`config.mk`:
```
export PLATFORM = sky130hd
export DESIGN_NAME = uart_cmd_tx
export DESIGN_NICKNAME = d
export VERILOG_FILES = /design/src/rtl/uart_cmd_tx_pkg.sv /design/src/rtl/uart_cmd_tx_fifo.sv /design/src/rtl/uart_cmd_tx.sv
export SDC_FILE = /design/constraint.sdc
export NUM_CORES = 1
export LEC_CHECK = 0
export CAP_MARGIN = 20
export CELL_PAD_IN_SITES_DETAIL_PLACEMENT = 1
export CELL_PAD_IN_SITES_GLOBAL_PLACEMENT = 1
export CORE_MARGIN = 1
export CORE_UTILIZATION = 47
export CTS_BUF_LIST = sky130_fd_sc_hd__clkbuf_16
export DETAILED_ROUTE_END_ITERATION = 12
export PLACE_DENSITY_LB_ADDON = 0.1
export SYNTH_ARGS = -nofsm -noshare
export SYNTH_HDL_FRONTEND = slang
export SYNTH_SLANG_ARGS = --single-unit
```
`constraint.sdc`:
```
create_clock -name clk -period 3.5 [get_ports clk]
set_clock_uncertainty 0.2 [all_clocks]
set_input_delay 1.05 -clock clk [delete_from_list [all_inputs] [get_ports clk]]
set_output_delay 1.05 -clock clk [all_outputs]
set_load 0.005 [all_outputs]
```
`src/rtl/uart_cmd_tx_pkg.sv`:
```
// Shared opcodes, config bit positions and FSM state encoding for the
// command-driven UART transmitter.
package uart_pkg;

    localparam logic [1:0] CMD_DATA   = 2'd0;
    localparam logic [1:0] CMD_CONFIG = 2'd1;
    localparam logic [1:0] CMD_PREDIV = 2'd2;
    localparam logic [1:0] CMD_SPARE  = 2'd3;

    localparam logic [4:0] CMD_CONFIG_RESET = 5'b11000;

    localparam int CFG_PARITY_EN  = 0;
    localparam int CFG_PARITY_ODD = 1;
    localparam int CFG_TWO_STOP   = 2;

    typedef enum logic [2:0] {
        IDLE,
        START,
        DATA,
        PARITY,
        STOP,
        BREAK
    } tx_state_e;

endpackage

```
`src/rtl/uart_cmd_tx_fifo.sv`:
```
// Synchronous FIFO with occupancy count and a flush that empties it in one
// cycle. DEPTH must be a power of two so the pointers wrap naturally.
module uart_fifo #(
    parameter int WIDTH = 8,
    parameter int DEPTH = 4
) (
    input  logic                     clk,
    input  logic                     reset,
    input  logic                     flush_i,
    input  logic                     push_i,
    input  logic [WIDTH-1:0]         wdata_i,
    input  logic                     pop_i,
    output logic [WIDTH-1:0]         rdata_o,
    output logic                     full_o,
    output logic                     empty_o,
    output logic [$clog2(DEPTH):0]   count_o
);
    localparam int AW = $clog2(DEPTH);

    logic [WIDTH-1:0] mem_q [DEPTH];
    logic [AW-1:0]    wrPtr_q;
    logic [AW-1:0]    rdPtr_q;
    logic [AW:0]      count_q;
    logic             doPush;
    logic             doPop;

    assign full_o  = (count_q == (AW+1)'(DEPTH));
    assign empty_o = (count_q == '0);
    assign count_o = count_q;
    assign rdata_o = mem_q[rdPtr_q];
    assign doPush  = push_i && !full_o;
    assign doPop   = pop_i && !empty_o;

    always_ff @(posedge clk) begin
        if (doPush) begin
            mem_q[wrPtr_q] <= wdata_i;
        end
    end

    always_ff @(posedge clk) begin
        if (reset || flush_i) begin
            wrPtr_q <= '0;
            rdPtr_q <= '0;
            count_q <= '0;
        end else begin
            if (doPush) begin
                wrPtr_q <= wrPtr_q + AW'(1);
            end
            if (doPop) begin
                rdPtr_q <= rdPtr_q + AW'(1);
            end
            if (doPush && !doPop) begin
                count_q <= count_q + (AW+1)'(1);
            end else if (doPop && !doPush) begin
                count_q <= count_q - (AW+1)'(1);
            end
        end
    end

endmodule

```
`src/rtl/uart_cmd_tx.sv`:
```
// Command-port UART transmitter: DATA/CONFIG/PREDIV commands feed a TX FIFO
// and frame settings. Define UART_BREAK_EN to build the SPARE-opcode break generator.
module uart_cmd_tx
    import uart_pkg::*;
#(
    parameter int                  DATA_W     = 8,
    parameter int                  DEPTH      = 4,
    parameter int                  PREDIV_W   = 8,
    parameter logic [PREDIV_W-1:0] PREDIV_RST = PREDIV_W'(3)
) (
    input  logic                     clk,
    input  logic                     reset,
    input  logic                     cmd_valid_i,
    output logic                     cmd_ready_o,
    input  logic [1:0]               cmd_op_i,
    input  logic [DATA_W-1:0]        cmd_payload_i,
    output logic                     txd_o,
    output logic                     busy_o,
    output logic [$clog2(DEPTH):0]   fifo_count_o,
    output logic                     reset_strobe_o
);
    localparam int CNT_W = $clog2(DATA_W + 3);

    tx_state_e           state_q, state_d;
    logic [2:0]          cfg_q, frameCfg_q, frameCfg_d;
    logic [PREDIV_W-1:0] prediv_q, framePrediv_q, framePrediv_d;
    logic [PREDIV_W-1:0] baudCnt_q, baudCnt_d;
    logic [DATA_W-1:0]   shift_q, shift_d;
    logic [CNT_W-1:0]    bitCnt_q, bitCnt_d;
    logic                parity_q, parity_d;
    logic                strobe_q;
    logic                fifoFull, fifoEmpty;
    logic [DATA_W-1:0]   fifoHead;
    logic                accept, push, pop, softReset, breakReq, baudTick;

    assign cmd_ready_o    = !((cmd_op_i == CMD_DATA) && fifoFull);
    assign accept         = cmd_valid_i && cmd_ready_o;
    assign push           = accept && (cmd_op_i == CMD_DATA);
    assign softReset      = accept && (cmd_op_i == CMD_CONFIG)
                            && (cmd_payload_i[DATA_W-1 -: 5] == CMD_CONFIG_RESET);
    assign baudTick       = (baudCnt_q == '0);
    assign reset_strobe_o = strobe_q;
    assign busy_o         = (state_q != IDLE) || (fifo_count_o != '0);

    uart_fifo #(
        .WIDTH (DATA_W),
        .DEPTH (DEPTH)
    ) u_fifo (
        .clk     (clk),
        .reset   (reset),
        .flush_i (softReset),
        .push_i  (push),
        .wdata_i (cmd_payload_i),
        .pop_i   (pop),
        .rdata_o (fifoHead),
        .full_o  (fifoFull),
        .empty_o (fifoEmpty),
        .count_o (fifo_count_o)
    );

`ifdef UART_BREAK_EN
    logic breakPending_q;

    // A pending break is consumed on the IDLE cycle that enters BREAK.
    always_ff @(posedge clk) begin
        if (reset || softReset) begin
            breakPending_q <= 1'b0;
        end else if (accept && (cmd_op_i == CMD_SPARE) && cmd_payload_i[0]) begin
            breakPending_q <= 1'b1;
        end else if (state_q == IDLE) begin
            breakPending_q <= 1'b0;
        end
    end

    assign breakReq = breakPending_q;
`else
    assign breakReq = 1'b0;
`endif

    always_ff @(posedge clk) begin
        if (reset || softReset) begin
            cfg_q    <= '0;
            prediv_q <= PREDIV_RST;
        end else if (accept && (cmd_op_i == CMD_CONFIG)) begin
            cfg_q    <= cmd_payload_i[2:0];
        end else if (accept && (cmd_op_i == CMD_PREDIV)) begin
            prediv_q <= PREDIV_W'(cmd_payload_i);
        end
    end

    always_ff @(posedge clk) begin
        if (reset) begin
            strobe_q <= 1'b0;
        end else begin
            strobe_q <= softReset;
        end
    end

    always_ff @(posedge clk) begin
        if (reset || softReset) begin
            state_q <= IDLE;
        end else begin
            state_q <= state_d;
        end
    end

    always_ff @(posedge clk) begin
        if (reset) begin
            frameCfg_q    <= '0;
            framePrediv_q <= PREDIV_RST;
            baudCnt_q     <= '0;
            shift_q       <= '0;
            bitCnt_q      <= '0;
            parity_q      <= 1'b0;
        end else begin
            frameCfg_q    <= frameCfg_d;
            framePrediv_q <= framePrediv_d;
            baudCnt_q     <= baudCnt_d;
            shift_q       <= shift_d;
            bitCnt_q      <= bitCnt_d;
            parity_q      <= parity_d;
        end
    end

    // Frame settings are snapshotted on leaving IDLE so mid-frame writes wait a frame.
    always_comb begin
        state_d       = state_q;
        frameCfg_d    = frameCfg_q;
        framePrediv_d = framePrediv_q;
        shift_d       = shift_q;
        bitCnt_d      = bitCnt_q;
        parity_d      = parity_q;
        baudCnt_d     = baudTick ? framePrediv_q : baudCnt_q - PREDIV_W'(1);
        unique case (state_q)
            IDLE: begin
                baudCnt_d = prediv_q;
                bitCnt_d  = '0;
                if (breakReq) begin
                    state_d       = BREAK;
                    framePrediv_d = prediv_q;
                end else if (pop) begin
                    state_d       = START;
                    shift_d       = fifoHead;
                    parity_d      = (^fifoHead) ^ cfg_q[CFG_PARITY_ODD];
                    frameCfg_d    = cfg_q;
                    framePrediv_d = prediv_q;
                end
            end
            START: begin
                if (baudTick) begin
                    state_d = DATA;
                end
            end
            DATA: begin
                if (baudTick) begin
                    shift_d = shift_q >> 1;
                    if (bitCnt_q == CNT_W'(DATA_W - 1)) begin
                        bitCnt_d = '0;
                        state_d  = frameCfg_q[CFG_PARITY_EN] ? PARITY : STOP;
                    end else begin
                        bitCnt_d = bitCnt_q + CNT_W'(1);
                    end
                end
            end
            PARITY: begin
                if (baudTick) begin
                    state_d = STOP;
                end
            end
            STOP: begin
                if (baudTick) begin
                    if (frameCfg_q[CFG_TWO_STOP] && (bitCnt_q == '0)) begin
                        bitCnt_d = CNT_W'(1);
                    end else begin
                        state_d = IDLE;
                    end
                end
            end
`ifdef UART_BREAK_EN
            BREAK: begin
                if (baudTick) begin
                    if (bitCnt_q == CNT_W'(DATA_W + 2)) begin
                        state_d = IDLE;
                    end else begin
                        bitCnt_d = bitCnt_q + CNT_W'(1);
                    end
                end
            end
`endif
            default: state_d = IDLE;
        endcase
    end

    always_comb begin
        txd_o = 1'b1;
        pop   = 1'b0;
        unique case (state_q)
            IDLE:         pop   = !breakReq && !fifoEmpty;
            START, BREAK: txd_o = 1'b0;
            DATA:         txd_o = shift_q[0];
            PARITY:       txd_o = parity_q;
            default:      txd_o = 1'b1;
        endcase
    end

endmodule

```
==> flow_summary.json <==
{
  "status": "complete, no violations",
  "whs_ns": 0.261,
  "slowest_delay_ns": 0.50,
  "min_to": "framePrediv_q[3]",
  "initial_core_util_pct": 49.3,
  "r2r-end": "bitCnt_q[0]",
  "wire_per_inst_um": 17.1,
  "worst-setup-path-type": "primary input to output pin",
  "dieArea_mm2": 0.00860,
  "yosys_warnings": 0,
  "syn_to_final_growth_pct": 14.9,
  "total_power_mw": 3.58,
  "whs_path_depth": 2,
  "placementRows": 32,
  "stdcell_count": 489,
  "first_pass_iters": 4,
  "hold_viol": 0,
  "p_leak_nw": 1.65,
  "numCtsBuffers": 9,
  "worst_path_most_repeated_cell": "clkdlybuf4s50_1",
  "drc_errors": 0,
  "netlist_area_mm2": 0.00387,
  "synth.avg_cell_area_um2": 10.7,
  "critPathCaptureType": "output pin",
  "worst-path-max-fanout": 3,
  "worstHoldPathType": "register to register",
  "finalSetupViolCount": 0,
  "cts.sink_count": 87,
  "synthTopCellsByArea": "dfxtp_1 (28%), edfxtp_1 (25%), nand2_1 (5.3%)",
  "final.setup.worst_slack_ns": 0.0599,
  "grt.total_usage_pct": 21.7,
  "num_vias": 2696,
  "place_ws_ns": 0.0561,
  "crit_arrival_ns": 2.19,
  "crit_start": "cmd_op_i[1]",
  "insertedDiodeCount": 0,
  "post_cts_buffers": 0,
  "critPathBufInv": 2,
  "dp_cells": 473,
  "worst_skew_pair.late_latency_ns": 0.33,
  "cap_violations": 0,
  "layout-drive-gt1-share_pct": 10.9,
  "synth.net_count": 385,
  "die_h_um": 92.7,
  "crit_required_ns": 2.25,
  "cts_hold_buf": 0,
  "timing.rr.start": "baudCnt_q[0]",
  "design_area_mm2": 0.00445,
  "totalWireLength_um": 8360,
  "grt.overflow.total": 0,
  "vdd_ir_drop_max_mv": 0.442,
  "antenna_found_initial": 0,
  "grt_start_max_net_pins": 34,
  "tightestPinTransition_ns": 0.625,
  "synth_cells": 363,
  "relSlewSlack_pct": 58.4,
  "antenna_left": 0,
  "slowest_stage": "clkdlybuf4s50_1",
  "fmax_ghz": 0.291,
  "final_util_pct": 56.7,
  "dp_hpwl_um": 5820,
  "synth_top_cell_by_area": "dfxtp_1",
  "crit_family": "buffers and inverters",
  "period_share_pct": 98.3,
  "yosysUniqueCellTypes": 49,
  "fin_crit_ns": 3.44,
  "fin_setup_tns_ns": 0,
  "fin_nets": 404,
  "viasPerCell": 5.51,
  "grt_pass1_wl_um": 14100,
  "final_cell_mix": "nand2_1 (55), dfxtp_1 (55), nor2_1 (41)",
  "clock_path_buffers": 2,
  "cp_cell_sequence": "clkdlybuf4s50_1, nor2_1, nand3_1, clkdlybuf4s50_1",
  "hold_start": "framePrediv_q[3]",
  "startpoint_type": "primary input",
  "die_x_um": 92.7,
  "cts_tree": "done",
  "ys_ff_latch": 87,
  "powerDensity_mw_per_mm2": 805,
  "port_buffers": 19,
  "synth_top_area_share_pct": 28.5,
  "reg2reg_setup_slack_ns": 0.68,
  "r2r_cells": 7,
  "place_congestion": 0.774,
  "slew_viol_final": 0,
  "cts_root_buffer": "clkbuf_16",
  "rsz0062_at_grt": "false",
  "drt_iter0_markers": 93,
  "ys.flop_type": "dfxtp_1",
  "placed_area_mm2": 0.00417,
  "cts.repair.resized": 0,
  "clkTransAtPathRegs_ns": 0.06,
  "synthArstFlopShare_pct": 0,
  "io_pins": 20,
  "htree_levels": 3,
  "grt_pass1_vias": 2805,
  "coreArea_mm2": 0.00785,
  "yosysSeqAreaShare_pct": 53.3,
  "synth_edf_count": 32
}
power breakdown:
part	total (mW)	switching (mW)	internal, mW
sequential	1.35	0.161	1.19
clock	0.879	0.396	0.483
combinational	1.35	0.755	0.596
total	3.58	1.31	2.27
tightest hold or removal path, stage by stage (launching register included):
cell	delay [ns]
dfxtp_1	0.31
nand2_1	0.05
a21oi_1	0.05
cell usage after synthesis, types with 2 or more instances:
cell type / instances
xnor2_1: 7
nor3_1: 4
o21ai_0: 11
a21oi_1: 24
nand2_1: 55
o31ai_1: 2
or4_1: 2
ha_1: 8
dfxtp_1: 55
or3_1: 4
mux4_2: 8
mux2i_1: 12
clkbuf_1: 12
a311oi_2: 3
inv_1: 11
nor2_1: 41
xor2_1: 6
nand3b_1: 7
buf_1: 2
nor3b_1: 2
a311oi_1: 4
a211o_1: 3
edfxtp_1: 32
buf_2: 4
buf_6: 2
o211ai_1: 8
nor4_1: 2
and2_1: 4
nand3_1: 7
nand2b_1: 2
per-layer routing:
metal  GRT usage (%)  part of all wire (%)
met3            4.68                   2.6
met4            6.54                   1.2
met2            36.4                    48
met1            28.0                    48
met5               0                     0
cells by family after synthesis:
group / synth area share, %
xor gates and xnor gates: 3.53
muxes: 8.05
DFF: 53.3
and+or+nand+nor: 15.9
buffers and inverters: 3.72
adders and majority gates: 3.10
AOI/OAI and AO/OA: 12.4
sequential cells by signal (all words and copies together) (netlist names), named ones only:
register        flops
cfg_q               3
u_fifo.count_o      3
prediv_q            8
u_fifo.rdPtr_q      2
u_fifo.mem_q       32
framePrediv_q       8
frameCfg_q          2
parity_q            1
shift_q             8
reset_strobe_o      1
state_q             3
u_fifo.wrPtr_q      2
bitCnt_q            4
baudCnt_q           8
how the worst max path moves through the flow:
stage	to	slack (ns)	cells after the start
after floorplan	u_fifo.count_o[2]	0.52	10
final	cmd_ready_o	0.06	4
after global routing	cmd_ready_o	0.01	4
after global placement	cmd_ready_o	0.09	4
after CTS	cmd_ready_o	0.05	4
after detailed placement	cmd_ready_o	0.06	4
cell type report:
type	instances	area (µm²)
clock inverters	7	50.0
flip-flops and latches	87	2060
repair buffers	28	270
multi-input cells	243	1660
clock buffers	9	225
well taps	102	128
fillers	848	3400
inverters	13	48.8
No activity file was read; power rests on OpenSTA's default activity.
